## src/rtl/riscv_pkg.sv

```systemverilog
// Shared decode types for the ID/EX stage: operand-select encodings, ALU opcodes
// and the forwarding-hit helper.
package riscv_pkg;

    typedef enum logic [1:0] {
        SRCA_RS1  = 2'b00,
        SRCA_PC   = 2'b01,
        SRCA_ZERO = 2'b10
    } srca_e;

    typedef enum logic {
        SRCB_RS2 = 1'b0,
        SRCB_IMM = 1'b1
    } srcb_e;

    localparam logic [3:0] ALU_ADD   = 4'b0000;
    localparam logic [3:0] ALU_SUB   = 4'b0001;
    localparam logic [3:0] ALU_SLL   = 4'b0010;
    localparam logic [3:0] ALU_SLT   = 4'b0011;
    localparam logic [3:0] ALU_SLTU  = 4'b0100;
    localparam logic [3:0] ALU_XOR   = 4'b0101;
    localparam logic [3:0] ALU_SRL   = 4'b0110;
    localparam logic [3:0] ALU_OR    = 4'b0111;
    localparam logic [3:0] ALU_AND   = 4'b1000;
    localparam logic [3:0] ALU_PASSB = 4'b1001;
    localparam logic [3:0] ALU_SRA   = 4'b1010;

    // A producer feeds a consumer only if it writes, targets a real register, and matches.
    function automatic logic fwd_hit(input logic       we,
                                     input logic [4:0] rd,
                                     input logic [4:0] rs);
        fwd_hit = we && (rd != 5'd0) && (rd == rs);
    endfunction

endpackage

```

## src/rtl/fwd_mux.sv

```systemverilog
// Per-source-register bypass selector: MEM result beats WB result beats held data.
module fwd_mux
    import riscv_pkg::*;
#(
    parameter int DATAWIDTH = 32,
    parameter int REGADDR   = 5
) (
    input  logic [REGADDR-1:0]   rs_addr,
    input  logic [DATAWIDTH-1:0] rs_data,
    input  logic                 mem_regwrite,
    input  logic [REGADDR-1:0]   mem_rd_addr,
    input  logic [DATAWIDTH-1:0] mem_result,
    input  logic                 wb_regwrite,
    input  logic [REGADDR-1:0]   wb_rd_addr,
    input  logic [DATAWIDTH-1:0] wb_result,
    output logic [DATAWIDTH-1:0] fwd_data
);

    // Youngest producer wins.
    always_comb begin
        fwd_data = rs_data;
        if (fwd_hit(mem_regwrite, mem_rd_addr, rs_addr)) begin
            fwd_data = mem_result;
        end else if (fwd_hit(wb_regwrite, wb_rd_addr, rs_addr)) begin
            fwd_data = wb_result;
        end else begin
            fwd_data = rs_data;
        end
    end

endmodule

```

## src/rtl/id_ex_stage.sv

```systemverilog
// ID/EX pipeline register with MEM/WB forwarding, load-use stall and held-operand refresh.
// Optional ID_EX_PERF_CNT_EN adds stall_cnt/bubble_cnt outputs.
module id_ex_stage
    import riscv_pkg::*;
#(
    parameter int DATAWIDTH = 32,
    parameter int REGADDR   = 5
) (
    input  logic                 clk,
    input  logic                 rst,
    input  logic                 flush,
    input  logic                 id_valid,
    output logic                 id_ready,
    input  logic [REGADDR-1:0]   id_rs1_addr,
    input  logic [REGADDR-1:0]   id_rs2_addr,
    input  logic [REGADDR-1:0]   id_rd_addr,
    input  logic [DATAWIDTH-1:0] id_rs1_data,
    input  logic [DATAWIDTH-1:0] id_rs2_data,
    input  logic [DATAWIDTH-1:0] id_imm,
    input  logic [DATAWIDTH-1:0] id_pc,
    input  logic [1:0]           id_srca,
    input  logic                 id_srcb,
    input  logic [3:0]           id_aluctrl,
    input  logic                 id_regwrite,
    input  logic                 id_memread,
    input  logic                 id_memwrite,
    input  logic                 ex_ready,
    output logic                 ex_valid,
    output logic [DATAWIDTH-1:0] ALUop1,
    output logic [DATAWIDTH-1:0] ALUop2,
    output logic [3:0]           ALUctrl,
    output logic [DATAWIDTH-1:0] ex_store_data,
    output logic [REGADDR-1:0]   ex_rd_addr,
    output logic                 ex_regwrite,
    output logic                 ex_memread,
    output logic                 ex_memwrite,
    input  logic [REGADDR-1:0]   mem_rd_addr,
    input  logic [REGADDR-1:0]   wb_rd_addr,
    input  logic                 mem_regwrite,
    input  logic                 wb_regwrite,
    input  logic [DATAWIDTH-1:0] mem_result,
    input  logic [DATAWIDTH-1:0] wb_result
`ifdef ID_EX_PERF_CNT_EN
    ,
    output logic [31:0]          stall_cnt,
    output logic [31:0]          bubble_cnt
`endif
);

    logic                 valid_q, valid_d;
    logic [REGADDR-1:0]   rs1_addr_q, rs1_addr_d, rs2_addr_q, rs2_addr_d, rd_addr_q, rd_addr_d;
    logic [DATAWIDTH-1:0] rs1_data_q, rs1_data_d, rs2_data_q, rs2_data_d;
    logic [DATAWIDTH-1:0] imm_q, imm_d, pc_q, pc_d;
    logic [1:0]           srca_q, srca_d;
    logic                 srcb_q, srcb_d;
    logic [3:0]           aluctrl_q, aluctrl_d;
    logic                 regwrite_q, regwrite_d, memread_q, memread_d, memwrite_q, memwrite_d;
    logic [DATAWIDTH-1:0] fwd_rs1_s, fwd_rs2_s;
    logic                 load_use_s;

    fwd_mux #(.DATAWIDTH(DATAWIDTH), .REGADDR(REGADDR)) u_fwd_rs1 (
        .rs_addr(rs1_addr_q), .rs_data(rs1_data_q),
        .mem_regwrite(mem_regwrite), .mem_rd_addr(mem_rd_addr), .mem_result(mem_result),
        .wb_regwrite(wb_regwrite), .wb_rd_addr(wb_rd_addr), .wb_result(wb_result),
        .fwd_data(fwd_rs1_s)
    );

    fwd_mux #(.DATAWIDTH(DATAWIDTH), .REGADDR(REGADDR)) u_fwd_rs2 (
        .rs_addr(rs2_addr_q), .rs_data(rs2_data_q),
        .mem_regwrite(mem_regwrite), .mem_rd_addr(mem_rd_addr), .mem_result(mem_result),
        .wb_regwrite(wb_regwrite), .wb_rd_addr(wb_rd_addr), .wb_result(wb_result),
        .fwd_data(fwd_rs2_s)
    );

    assign load_use_s = valid_q && memread_q && (rd_addr_q != {REGADDR{1'b0}}) && id_valid &&
                        ((rd_addr_q == id_rs1_addr) || (rd_addr_q == id_rs2_addr));
    assign id_ready   = ex_ready && !load_use_s;

    // Next-state selection in strict priority: flush, bubble, capture, drain, hold.
    always_comb begin
        valid_d    = valid_q;
        rs1_addr_d = rs1_addr_q;
        rs2_addr_d = rs2_addr_q;
        rd_addr_d  = rd_addr_q;
        rs1_data_d = rs1_data_q;
        rs2_data_d = rs2_data_q;
        imm_d      = imm_q;
        pc_d       = pc_q;
        srca_d     = srca_q;
        srcb_d     = srcb_q;
        aluctrl_d  = aluctrl_q;
        regwrite_d = regwrite_q;
        memread_d  = memread_q;
        memwrite_d = memwrite_q;
        if (flush || (ex_ready && load_use_s)) begin
            valid_d    = 1'b0;
            regwrite_d = 1'b0;
            memread_d  = 1'b0;
            memwrite_d = 1'b0;
        end else if (id_valid && id_ready) begin
            valid_d    = 1'b1;
            rs1_addr_d = id_rs1_addr;
            rs2_addr_d = id_rs2_addr;
            rd_addr_d  = id_rd_addr;
            rs1_data_d = id_rs1_data;
            rs2_data_d = id_rs2_data;
            imm_d      = id_imm;
            pc_d       = id_pc;
            srca_d     = id_srca;
            srcb_d     = id_srcb;
            aluctrl_d  = id_aluctrl;
            regwrite_d = id_regwrite;
            memread_d  = id_memread;
            memwrite_d = id_memwrite;
        end else if (ex_ready && !id_valid) begin
            valid_d = 1'b0;
        end else if (valid_q && !ex_ready) begin
            // Absorb forwarded values now; the producers may retire before we advance.
            rs1_data_d = fwd_rs1_s;
            rs2_data_d = fwd_rs2_s;
        end else begin
            valid_d = valid_q;
        end
    end

    // Pipeline register bank.
    always_ff @(posedge clk or posedge rst) begin
        if (rst) begin
            valid_q    <= 1'b0;
            rs1_addr_q <= {REGADDR{1'b0}};
            rs2_addr_q <= {REGADDR{1'b0}};
            rd_addr_q  <= {REGADDR{1'b0}};
            rs1_data_q <= {DATAWIDTH{1'b0}};
            rs2_data_q <= {DATAWIDTH{1'b0}};
            imm_q      <= {DATAWIDTH{1'b0}};
            pc_q       <= {DATAWIDTH{1'b0}};
            srca_q     <= SRCA_ZERO;
            srcb_q     <= SRCB_RS2;
            aluctrl_q  <= ALU_ADD;
            regwrite_q <= 1'b0;
            memread_q  <= 1'b0;
            memwrite_q <= 1'b0;
        end else begin
            valid_q    <= valid_d;
            rs1_addr_q <= rs1_addr_d;
            rs2_addr_q <= rs2_addr_d;
            rd_addr_q  <= rd_addr_d;
            rs1_data_q <= rs1_data_d;
            rs2_data_q <= rs2_data_d;
            imm_q      <= imm_d;
            pc_q       <= pc_d;
            srca_q     <= srca_d;
            srcb_q     <= srcb_d;
            aluctrl_q  <= aluctrl_d;
            regwrite_q <= regwrite_d;
            memread_q  <= memread_d;
            memwrite_q <= memwrite_d;
        end
    end

    // Operand steering; the reserved srca code reads as zero.
    always_comb begin
        ALUop1 = {DATAWIDTH{1'b0}};
        case (srca_q)
            SRCA_RS1: ALUop1 = fwd_rs1_s;
            SRCA_PC:  ALUop1 = pc_q;
            default:  ALUop1 = {DATAWIDTH{1'b0}};
        endcase
        ALUop2 = (srcb_q == SRCB_IMM) ? imm_q : fwd_rs2_s;
    end

    assign ALUctrl       = aluctrl_q;
    assign ex_store_data = fwd_rs2_s;
    assign ex_valid      = valid_q;
    assign ex_rd_addr    = rd_addr_q;
    assign ex_regwrite   = regwrite_q;
    assign ex_memread    = memread_q;
    assign ex_memwrite   = memwrite_q;

`ifdef ID_EX_PERF_CNT_EN
    logic [31:0] stall_cnt_q, stall_cnt_d, bubble_cnt_q, bubble_cnt_d;

    // Counters wrap naturally at 2^32.
    always_comb begin
        stall_cnt_d  = stall_cnt_q;
        bubble_cnt_d = bubble_cnt_q;
        if (id_valid && !id_ready) begin
            stall_cnt_d = stall_cnt_q + 32'd1;
        end else begin
            stall_cnt_d = stall_cnt_q;
        end
        if (!flush && ex_ready && load_use_s) begin
            bubble_cnt_d = bubble_cnt_q + 32'd1;
        end else begin
            bubble_cnt_d = bubble_cnt_q;
        end
    end

    // Performance counter registers.
    always_ff @(posedge clk or posedge rst) begin
        if (rst) begin
            stall_cnt_q  <= 32'd0;
            bubble_cnt_q <= 32'd0;
        end else begin
            stall_cnt_q  <= stall_cnt_d;
            bubble_cnt_q <= bubble_cnt_d;
        end
    end

    assign stall_cnt  = stall_cnt_q;
    assign bubble_cnt = bubble_cnt_q;
`endif

endmodule

```

## config.mk

```make
export PLATFORM = sky130hd
export DESIGN_NAME = id_ex_stage
export DESIGN_NICKNAME = d
export VERILOG_FILES = /design/src/rtl/riscv_pkg.sv /design/src/rtl/fwd_mux.sv /design/src/rtl/id_ex_stage.sv
export SDC_FILE = /design/constraint.sdc
export NUM_CORES = 1
export LEC_CHECK = 0
export CORE_ASPECT_RATIO = 2
export CORE_UTILIZATION = 40
export DETAILED_ROUTE_END_ITERATION = 10
export PLACE_DENSITY = 0.75
export SYNTH_ARGS = -nofsm -noshare
export SYNTH_HDL_FRONTEND = slang
export SYNTH_HIERARCHICAL = 1
export SYNTH_SLANG_ARGS = --single-unit
```

## constraint.sdc

```tcl
create_clock -name clk -period 12.5 [get_ports clk]
set_input_delay 1.875 -clock clk [delete_from_list [all_inputs] [get_ports clk]]
set_output_delay 1.875 -clock clk [all_outputs]
set_load 0.02 [all_outputs]
```

; ---- After elaboration in Yosys (flattened, before gate mapping)
; Cells that the tools add are included.
[totals]
ram_bits = 0
latch_bits = 0
rom_bits = 0
input_bits = 234
out_inout_bits = 110
reg_bits = 154
elab_cells = 73
memories = 0
[classes]
n_bitwise = 1
div_mod_pow = 0
reduce_logical = 29
multipliers = 0
shift = 0
n_mux = 21
eq_ne = 8
add_sub_neg = 0
magnitude_cmp = 0
[ops]
columns = operator, n
row1 = $mux 32, 11
row2 = $pmux 32 s2, 1
row3 = $eq 5x5->1, 6
row4 = $logic_and 1x1->1, 15
row5 = $reduce_bool 5->1, 3
row6 = $mux 1, 9
row7 = $reduce_bool 2->1, 2
row8 = $logic_not 1->1, 3
row9 = $reduce_and 3->1, 1
row10 = $reduce_bool 3->1, 1
row11 = $eq 2x1->1 const B, 1
row12 = $logic_not 2->1, 1
row13 = $logic_or 1x1->1, 2
row14 = $ne 2x2->1 const B, 1
row15 = $reduce_and 2->1, 1
row16 = $not 1->1, 1

; ---- Logic depth before layout (Yosys ltp)
; Gate-level depths: netlist (run 1).
[depth]
ltp_word = 9
mapped_depth = 10
depth_no_buf = 8

; ---- Hierarchy
; Netlist (run 1), hierarchy kept.
[modules_own_cells]
columns = mod, instances, cells_each, seq_area_each_um2, area_per_inst_um2
row1 = id_ex_stage, 1, 750, 3854.9, 8325.5
row2 = fwd_mux, 2, 185, 0.0, 1167.4

; ---- Worst setup path before layout (run 1)
; No wires, ideal clock.
[synth_timing]
path_type = input port to output port
startpoint = input port wb_rd_addr[0]
endpoint = output port ALUop2[10]
stages = 6
n_path_buf = 1
path_slack_ns = 6.930
required_time_ns = 10.625
arrival_ns = 3.695
path_cell_list = nor4_1 > o21a_1 > buf_1 > o31ai_1 > a31oi_1 > mux2_2
[synth_via]
elab_chain_len = 6
elab_cells_between_ends = 7
cone_classes = eq/ne (1) / mux (3) / reduce/logical (3)
[synth_lines]
columns = element, line_no
row1 = "start, declared", id_ex_stage.sv:38  ; input logic [REGADDR-1:0] wb_rd_addr,
row2 = $reduce_bool 5->1, riscv_pkg.sv:32  ; fwd_hit = we && (rd != 5'd0) && (rd == rs);
row3 = $logic_and 1x1->1, riscv_pkg.sv:32
row4 = $logic_and 1x1->1 *, riscv_pkg.sv:32
row5 = $mux 32 *, fwd_mux.sv:24  ; end else if (fwd_hit(wb_regwrite, wb_rd_addr, rs_addr)) begin
row6 = $mux 32 *, fwd_mux.sv:22  ; if (fwd_hit(mem_regwrite, mem_rd_addr, rs_addr)) begin
row7 = named net ex_store_data[10], id_ex_stage.sv:32  ; output logic [DATAWIDTH-1:0] ex_store_data,
row8 = $mux 32 *, id_ex_stage.sv:169  ; ALUop2 = (srcb_q == SRCB_IMM) ? imm_q : fwd_rs2_s;
row9 = "end, declared", id_ex_stage.sv:30  ; output logic [DATAWIDTH-1:0] ALUop2,
; Mark *: on every way through the listed nets, which the timed path passes. The rest lies on a longest branch.

; ---- Worst setup path in the final report (run 1)
[layout_timing]
startpoint = input port mem_rd_addr[0]
endpoint = output port ALUop2[20]
[layout_via]
elab_chain_len = 5
elab_cells_between_ends = 6
cone_classes = eq/ne (1) / mux (2) / reduce/logical (3)
[layout_lines]
columns = element, line_no
row1 = "start, declared", id_ex_stage.sv:37  ; input logic [REGADDR-1:0] mem_rd_addr,
row2 = $reduce_bool 5->1, riscv_pkg.sv:32
row3 = $logic_and 1x1->1, riscv_pkg.sv:32
row4 = $logic_and 1x1->1 *, riscv_pkg.sv:32
row5 = $mux 32 *, fwd_mux.sv:22
row6 = $mux 32 *, id_ex_stage.sv:169
; Every way passes the cells marked *; elsewhere a longest branch is shown, timed or not.

==> impl_metrics.py, run 1 <==
metrics = {
    "timing": {
        "period_share_pct": 63.70,
        "rsz0062_at_grt": "false",
        "fin_crit_ns": 7.963,
        "fin_setup_tns_ns": 0,
        "slew_violations": 0,
        "hold_viol_final": 0,
        "hold_slack_ns": 0.4878,
        "fin_skew_ns": 0.005629,
        "maxClockFrequency_mhz": 125.6,
        "relSlewSlack_pct": 17.51,
        "setup_viol": 0,
        "finalWorstSetupSlack_ns": 4.537,
        "tightestPinTransition_ns": 1.237,
    },
    "route": {
        "ant_nets": 0,
        "vias": 10640,
        "drt_iter0_markers": 895,
        "drc": 0,
        "first_pass_iters": 5,
        "drt_wl_total_mm": 42.46,
        "wl_per_cell_um": 24.36,
        "via_per_inst": 6.104,
    },
    "yosys": {
        "ys_warn_count": 6,
        "syn_area_mm2": 0.01066,
        "ys_ff_latch": 154,
        "ys_seq_area_share_pct": 36.16,
        "ys_types": 38,
        "synth_nets": 1354,
        "synth_area_per_cell_um2": 9.518,
        "netlist_instances": 1120,
    },
    "critical_path": {
        "worstSetupEndpointType": "output pin",
        "cp_max_fo": 33,
        "crit_type": "in -> out",
        "r2r_setup_slack_ns": 8.87,
        "cp.required_ns": 10.62,
        "start_kind": "input port",
        "cp_data_arrival_time_ns": 6.09,
    },
    "floorplan": {
        "fp-row-count": 84,
        "die_h_um": 232.9,
        "core_mm2": 0.02628,
        "io_pins": 344,
        "die-area_mm2": 0.02735,
        "start_util_pct": 40.57,
        "die_width_um": 117.4,
    },
    "clock_network": {
        "cts_hold_buf": 0,
        "clock-sinks": 154,
        "path_clk_slew_ns": 0.07,
        "insertion_delay_ns": 0.45,
        "clk_root_buffer_cell": "clkbuf_16",
        "cts_tree": "done",
        "cts_buffers": 17,
        "cts_htree_levels": 4,
        "cts_resized": 0,
        "post_cts_buffers": 0,
        "clockBufferDepth": 2,
    },
    "final_layout": {
        "n_fill_cell": 2378,
        "final_cell_mix": "342 x clkdlybuf4s50_1, 160 x mux2i_1, 153 x dfrtp_1",
        "final_common_cell": "clkdlybuf4s50_1",
        "fin_util_pct": 56.26,
        "instances_no_fill": 1743,
        "area_delta_synth_final_pct": 38.66,
        "fin_area_mm2": 0.01478,
        "drive_above_1_share_pct": 10.47,
        "layout.nets": 1616,
    },
    "global_routing": {
        "grt_pass1_wl_mm": 62.99,
        "antenna_found_initial": 4,
        "grt_pass1_vias": 10870,
        "overflow": 0,
        "grt_max_degree": 88,
        "track_usage_pct": 30.80,
    },
    "placed_design": {
        "placed_cells_incl_taps": 1707,
        "place_area_mm2": 0.01414,
        "numPortBuffers": 343,
        "gp_congestion": 0.9511,
        "hpwl_mm": 30.98,
        "pre_cts_slack_ns": 4.602,
    },
    "outcome": {
        "status": "finished, final reports clean",
    },
    "power_and_ir_drop": {
        "p_leak_nw": 5.669,
        "p_sw_share_pct": 38.64,
        "p_comb_share_pct": 44.8,
        "power_density_mw_per_mm2": 158.3,
        "p_int_mw": 1.436,
        "seqPwrFrac_pct": 30.6,
        "power.switching_uw": 904.1,
        "finalPower_mw": 2.340,
        "p_clk_share_pct": 24.6,
        "peakVddDrop_uv": 95.59,
    },
    "run": {
        "cap_viol_max_count": 0,
    },
    "worst_hold_path": {
        "hold_path.class": "reg -> reg",
    },
}
-- cells by family (layout without fill, tap and decap cells) --
kind of cell / after synthesis / in the layout / synth area share (%)
AOI/OAI and AO/OA: 274 / 274 / 15.61
xor gates and xnor gates: 26 / 26 / 2.136
buffers and inverters: 124 / 398 / 5.681
DFF: 154 / 154 / 36.16
muxes: 278 / 278 / 27.49
other: 0 / 5 / 0
and+or+nand+nor: 264 / 264 / 12.92
-- layout make-up --
type	count	area (um2)	share of cell area, %
flip-flops and latches	154	3855	26.08
diodes	5	12.51	0.08465
multi-input cells	842	6238	42.20
clock inverters	11	166.4	1.126
inverters	1	8.758	0.05925
clock buffers	20	466.7	3.157
well taps	344	430.4	2.912
repair buffers	366	3603	24.38
-- sequential cells by signal, summed over array words and instances, names as in the netlist, 2 cells and up --
signal,count
ALUctrl,4
srca_q,2
rs2_addr_q,5
rs1_addr_q,5
ex_rd_addr,5
rs2_data_q,32
rs1_data_q,32
imm_q,32
pc_q,32
-- power by group through the flow --
stage,Clock [mW],Sequential [mW],Combinational [mW]
6_report,0.576,0.715,1.05
5_1_grt,0.599,0.729,1.11
4_1_cts,0.582,0.712,1.05
3_5_place_dp,0,0.721,1.04
3_3_place_gp,0,0.713,1.02
2_1_floorplan,0,0.686,0.623
-- routing by layer --
| layer | vias to the layer above | part of all wire [%] | track usage, % |
|---|---|---|---|
| met2 | 522 | 55 | 56.71 |
| met1 | 5195 | 34 | 31.74 |
| met3 | 129 | 5.7 | 5.417 |
| met4 | 0 | 6.0 | 20.29 |
| li1 | 4794 | - | - |
| met5 | - | 0 | 0 |
-- cells in the mapped netlist (all sizes together) --
master   instances  area (um2)
mux2i          160        1602
dfrtp          153        3829
a21oi          134       693.2
mux2           118        1329
nor2           102       385.4
clkbuf          83       311.6
nor4            66       412.9
a31oi           64       400.4
nand4           64       400.4
o31ai           64       480.5
buf             40       290.3
xnor2           16       140.1
nand2           10       37.54
xor2            10       87.58
and2             5       31.28
nand3            4       20.02
o21a             4       30.03
o211ai           3       22.52
o21ai            3       15.01
or4              3       30.03
and3             2       12.51
nor3             2       10.01
or2              2       12.51
or3              2       12.51
a22oi            1       7.510
dfstp            1       26.28
inv              1       3.750
nand2b           1       6.260
nor2b            1       6.260
o2111ai          1       15.01
-- critical path: stages --
cell and delay [ns]:
clkdlybuf4s50_1 0.50, or4_4 0.60, a21oi_4 0.68, or3_1 1.02, a31oi_1 0.45, mux2_2 0.41
clkdlybuf4s50_1 0.54
-- worst paths after layout --
check / from / to / cells past startpoint
min in group asynchronous: rst / ALUctrl[0] / 2
worst min register to register: imm_q[14] / imm_q[14] / 1
worst max-delay path: mem_rd_addr[0] / ALUop2[20] / 7
worst max register to register: rs2_addr_q[1] / rs2_data_q[5] / 8
worst min-delay path: imm_q[14] / imm_q[14] / 1
max in group asynchronous: rst / pc_q[2] / 3
(Power assumes the default switching activity.)
==> run 2, diff against run 1 <==
- PLACE_DENSITY: 0.75 -> 0.78
- clock period: 12.5 -> 6.8 ns (I/O delays scaled with it)
==> impl_metrics.py, run 2 (synthesized netlist as in run 1, its figures left out) <==
metrics = {
    "global_routing": {
        "grt_pass1_wl_mm": 64.66,
        "grt_max_degree": 90,
        "antenna_found_initial": 8,
        "track_usage_pct": 31.48,
        "grt_pass1_vias": 11050,
        "overflow": 0,
    },
    "critical_path": {
        "reg2reg_to": "rs1_data_q[23]",
        "path_buf_inv": 3,
        "crit_type": "in -> out",
        "cp.required_ns": 5.78,
        "r2r_setup_slack_ns": 3.54,
        "slowest_stage": "or3_1",
        "path_cells": "clkdlybuf4s50_1, or4_4, a21oi_4, buf_4, or3_1, a31oi_1, mux2i_1, nor2_1, clkdlybuf4s50_1",
        "worstSetupEndpointType": "output pin",
        "worst_r2r_path_depth": 9,
        "cp_max_fo": 33,
        "cp_data_arrival_time_ns": 4.95,
        "rr_startpoint": "rs1_addr_q[3]",
        "critPathMostFrequentCell": "clkdlybuf4s50_1",
        "start_kind": "input port",
        "max_stage_delay_ns": 1.00,
        "crit_family": "simple AND/OR/NAND/NOR gates",
    },
    "floorplan": {
        "start_util_pct": 40.57,
        "die_h_um": 232.9,
        "io_pins": 344,
        "die_width_um": 117.4,
        "fp-row-count": 84,
        "die-area_mm2": 0.02735,
        "core_mm2": 0.02628,
    },
    "timing": {
        "tightestPinTransition_ns": 1.371,
        "rsz0062_at_grt": "false",
        "fin_skew_ns": 0.006854,
        "fin_setup_tns_ns": 0,
        "fin_crit_ns": 5.966,
        "finalWorstSetupSlack_ns": 0.8344,
        "maxClockFrequency_mhz": 167.6,
        "relSlewSlack_pct": 8.365,
        "hold_viol_final": 0,
        "slew_violations": 0,
        "setup_viol": 0,
        "period_share_pct": 87.73,
    },
    "clock_network": {
        "path_clk_slew_ns": 0.07,
        "post_cts_buffers": 0,
        "cts_resized": 0,
        "clk_root_buffer_cell": "clkbuf_16",
        "cts_htree_levels": 4,
        "clockBufferDepth": 2,
        "clock-sinks": 154,
        "cts_tree": "done",
        "insertion_delay_ns": 0.45,
        "cts_hold_buf": 0,
        "cts_buffers": 17,
    },
    "placed_design": {
        "numPortBuffers": 343,
        "pre_cts_slack_ns": 0.8973,
        "gp_congestion": 1.023,
        "hpwl_mm": 31.12,
    },
    "final_layout": {
        "final_cell_mix": "342 x clkdlybuf4s50_1, 160 x mux2i_1, 153 x dfrtp_1",
        "area_delta_synth_final_pct": 38.80,
        "n_fill_cell": 2342,
        "drive_above_1_share_pct": 10.72,
        "layout.nets": 1620,
        "final_common_cell": "clkdlybuf4s50_1",
    },
    "route": {
        "vias": 10760,
        "first_pass_iters": 5,
        "wl_per_cell_um": 24.64,
        "ant_nets": 0,
        "drt_wl_total_mm": 43.15,
        "drt_iter0_markers": 1035,
        "drc": 0,
        "via_per_inst": 6.142,
    },
    "outcome": {
        "status": "finished, final reports clean",
    },
    "worst_hold_path": {
        "hp-start": "imm_q[1]",
        "hold_path_depth": 1,
        "hold_path.class": "reg -> reg",
        "min_to": "imm_q[1]",
    },
    "power_and_ir_drop": {
        "peakVddDrop_uv": 202.7,
        "finalPower_mw": 4.274,
        "power_density_mw_per_mm2": 288.9,
        "p_leak_nw": 5.653,
    },
    "run": {
        "cap_viol_max_count": 0,
    },
}
run 2: metrics by stage:
step                instances  hold slack [ns]  util, %  area, um2
floorplan                1120           0.4522        -      10660
global placement         1711           0.4611    53.91      14170
detailed placement       1711           0.4700    53.91      14170
CTS                      1743           0.4876    56.24      14780
global route             1751           0.5000    56.31      14800
finish                   1751           0.4852    56.31      14800
run 2: power by group:
part           leakage [nW]  switching (mW)  internal [mW]
Combinational          3.52            1.06          0.879
Sequential             1.85           0.187           1.13
Clock                 0.282           0.433          0.589
run 2: per-layer routing:
layer,GRT usage (%),up-vias,share of wire (%)
li1,-,4802,-
met2,58.67,520,55
met4,19.12,0,5.0
met1,33.16,5310,35
met3,4.461,123,5.2
met5,0,-,0
run 2: cell type report:
type                    count  area, um2  area share [%]
flip-flops and latches    154       3855           26.05
clock inverters            13      167.7           1.133
repair buffers            370       3633           24.56
well taps                 344      430.4           2.909
multi-input cells         842       6238           42.16
diodes                      8      20.02          0.1353
clock buffers              19      442.9           2.993
inverters                   1      8.758         0.05919
run 2: how the worst max path moves through the flow:
| stage | cells past startpoint | to | startpoint | slack [ns] |
|---|---|---|---|---|
| 2_1_floorplan | 1 | ALUctrl[0] | rst | 1.63 |
| 3_3_place_gp | 9 | ALUop1[31] | mem_rd_addr[0] | 0.96 |
| 3_5_place_dp | 9 | ALUop1[31] | mem_rd_addr[0] | 0.90 |
| 4_1_cts | 9 | ALUop1[31] | mem_rd_addr[0] | 0.90 |
| 5_1_grt | 9 | ALUop1[0] | mem_rd_addr[0] | 0.66 |
| 6_report | 9 | ALUop1[23] | mem_rd_addr[0] | 0.83 |
==> run 3, diff against run 2 <==
- GPL_TIMING_DRIVEN: default -> 0
==> impl_metrics.py, run 3 (synthesized netlist as in run 1, its figures left out) <==
metrics = {
    "outcome": {
        "status": "finished, final reports clean",
    },
    "placed_design": {
        "place_area_mm2": 0.01455,
        "numPortBuffers": 342,
        "gp_congestion": 0.9986,
        "hpwl_mm": 34.17,
        "placed_cells_incl_taps": 1807,
    },
    "floorplan": {
        "die-area_mm2": 0.02735,
        "die_width_um": 117.4,
        "die_h_um": 232.9,
        "fp-row-count": 84,
        "start_util_pct": 40.57,
        "core_mm2": 0.02628,
        "io_pins": 344,
    },
    "clock_network": {
        "clk_root_buffer_cell": "clkbuf_16",
        "cts_buffers": 17,
        "cts_htree_levels": 4,
        "clockBufferDepth": 2,
        "cts_tree": "done",
        "post_cts_buffers": 0,
        "cts_hold_buf": 0,
        "clock-sinks": 154,
        "insertion_delay_ns": 0.45,
        "path_clk_slew_ns": 0.07,
        "cts_resized": 0,
    },
    "final_layout": {
        "area_delta_synth_final_pct": 42.28,
        "instances_no_fill": 1843,
        "multi_input_area_mm2": 0.006200,
        "regArea_mm2": 0.003855,
        "fin_util_pct": 57.72,
        "fin_area_mm2": 0.01517,
        "drive_above_1_share_pct": 10.03,
        "final_cell_mix": "342 x clkdlybuf4s50_1, 160 x mux2i_1, 153 x dfrtp_1",
        "n_fill_cell": 2369,
        "final_common_cell": "clkdlybuf4s50_1",
        "layout.nets": 1716,
    },
    "critical_path": {
        "path_buf_inv": 3,
        "cp_max_fo": 10,
        "worstSetupEndpointType": "output pin",
        "critPathMostFrequentCell": "clkdlybuf4s50_1",
        "crit_family": "buffers and inverters",
        "crit_type": "in -> out",
        "path_cells": "clkdlybuf4s50_1, nor4_1, o21a_1, buf_1, o31ai_1, a31oi_1, mux2_2, clkdlybuf4s50_1",
        "max_stage_delay_ns": 0.84,
        "cp.required_ns": 5.78,
        "cp_data_arrival_time_ns": 4.61,
        "start_kind": "input port",
        "slowest_stage": "a31oi_1",
    },
    "global_routing": {
        "antenna_found_initial": 4,
        "grt_pass1_wl_mm": 65.21,
        "track_usage_pct": 32.04,
        "grt_max_degree": 90,
        "grt_pass1_vias": 11580,
        "overflow": 0,
    },
    "route": {
        "vias": 11090,
        "drc": 0,
        "via_per_inst": 6.020,
        "drt_iter0_markers": 922,
        "wl_per_cell_um": 23.91,
        "first_pass_iters": 7,
        "ant_nets": 0,
        "drt_wl_total_mm": 44.07,
    },
    "timing": {
        "fin_skew_ns": 0.005100,
        "rsz0062_at_grt": "false",
        "slew_violations": 0,
        "period_share_pct": 82.79,
        "hold_viol_final": 0,
        "relSlewSlack_pct": 31.11,
        "maxClockFrequency_mhz": 177.6,
        "setup_viol": 0,
        "hold_slack_ns": 0.4860,
        "fin_crit_ns": 5.629,
        "tightestPinTransition_ns": 1.029,
    },
    "power_and_ir_drop": {
        "power_density_mw_per_mm2": 285.3,
        "peakVddDrop_uv": 237.5,
        "p_leak_nw": 5.791,
    },
    "worst_hold_path": {
        "hold_path.class": "reg -> reg",
    },
    "run": {
        "cap_viol_max_count": 0,
    },
}
[run 3: layout make-up]
type / count / area share (%)
plain buffers: 123 / 3.968
flip-flops and latches: 154 / 25.42
well taps: 344 / 2.838
diodes: 4 / 0.06600
multi-input cells: 842 / 40.88
repair buffers: 343 / 22.75
clock inverters: 10 / 0.7507
inverters: 1 / 0.07425
clock buffers: 22 / 3.259
[run 3: per-layer routing]
metal / global-route usage [%] / part of all wire, %
met5: 0 / 0
met2: 57.91 / 53
met4: 25.08 / 7.3
met3: 5.466 / 5.5
met1: 32.51 / 34
[run 3: power breakdown]
| group | internal [mW] | switching [mW] | leakage, nW |
|---|---|---|---|
| Clock | 0.588 | 0.419 | 0.291 |
| Sequential | 1.13 | 0.171 | 1.85 |
| Combinational | 0.893 | 1.13 | 3.65 |
| Total | 2.61 | 1.72 | 5.79 |
[run 3: path summary, 6_finish.rpt]
path | from | endpoint | slack (ns) | depth (start not counted)
setup / recovery | wb_rd_addr[0] | ALUop2[20] | 1.17 | 8
hold / removal | imm_q[11] | imm_q[11] | 0.49 | 1
setup reg to reg | rs2_addr_q[2] | rs2_data_q[20] | 3.61 | 9
hold reg to reg | imm_q[11] | imm_q[11] | 0.49 | 1
max in group asynchronous | rst | srca_q[1] | 4.89 | 3
min in group asynchronous | rst | ALUctrl[1] | 1.01 | 2
[run 3: metrics by stage]
stage          power [mW]  worst slack [ns]  TNS (ns)
2_1_floorplan       2.407             1.632         0
3_3_place_gp        3.255           -0.8878   -130.62
3_5_place_dp        3.304             1.338         0
4_1_cts             4.321             1.325         0
5_1_grt             4.512             1.145         0
6_report            4.327             1.171         0
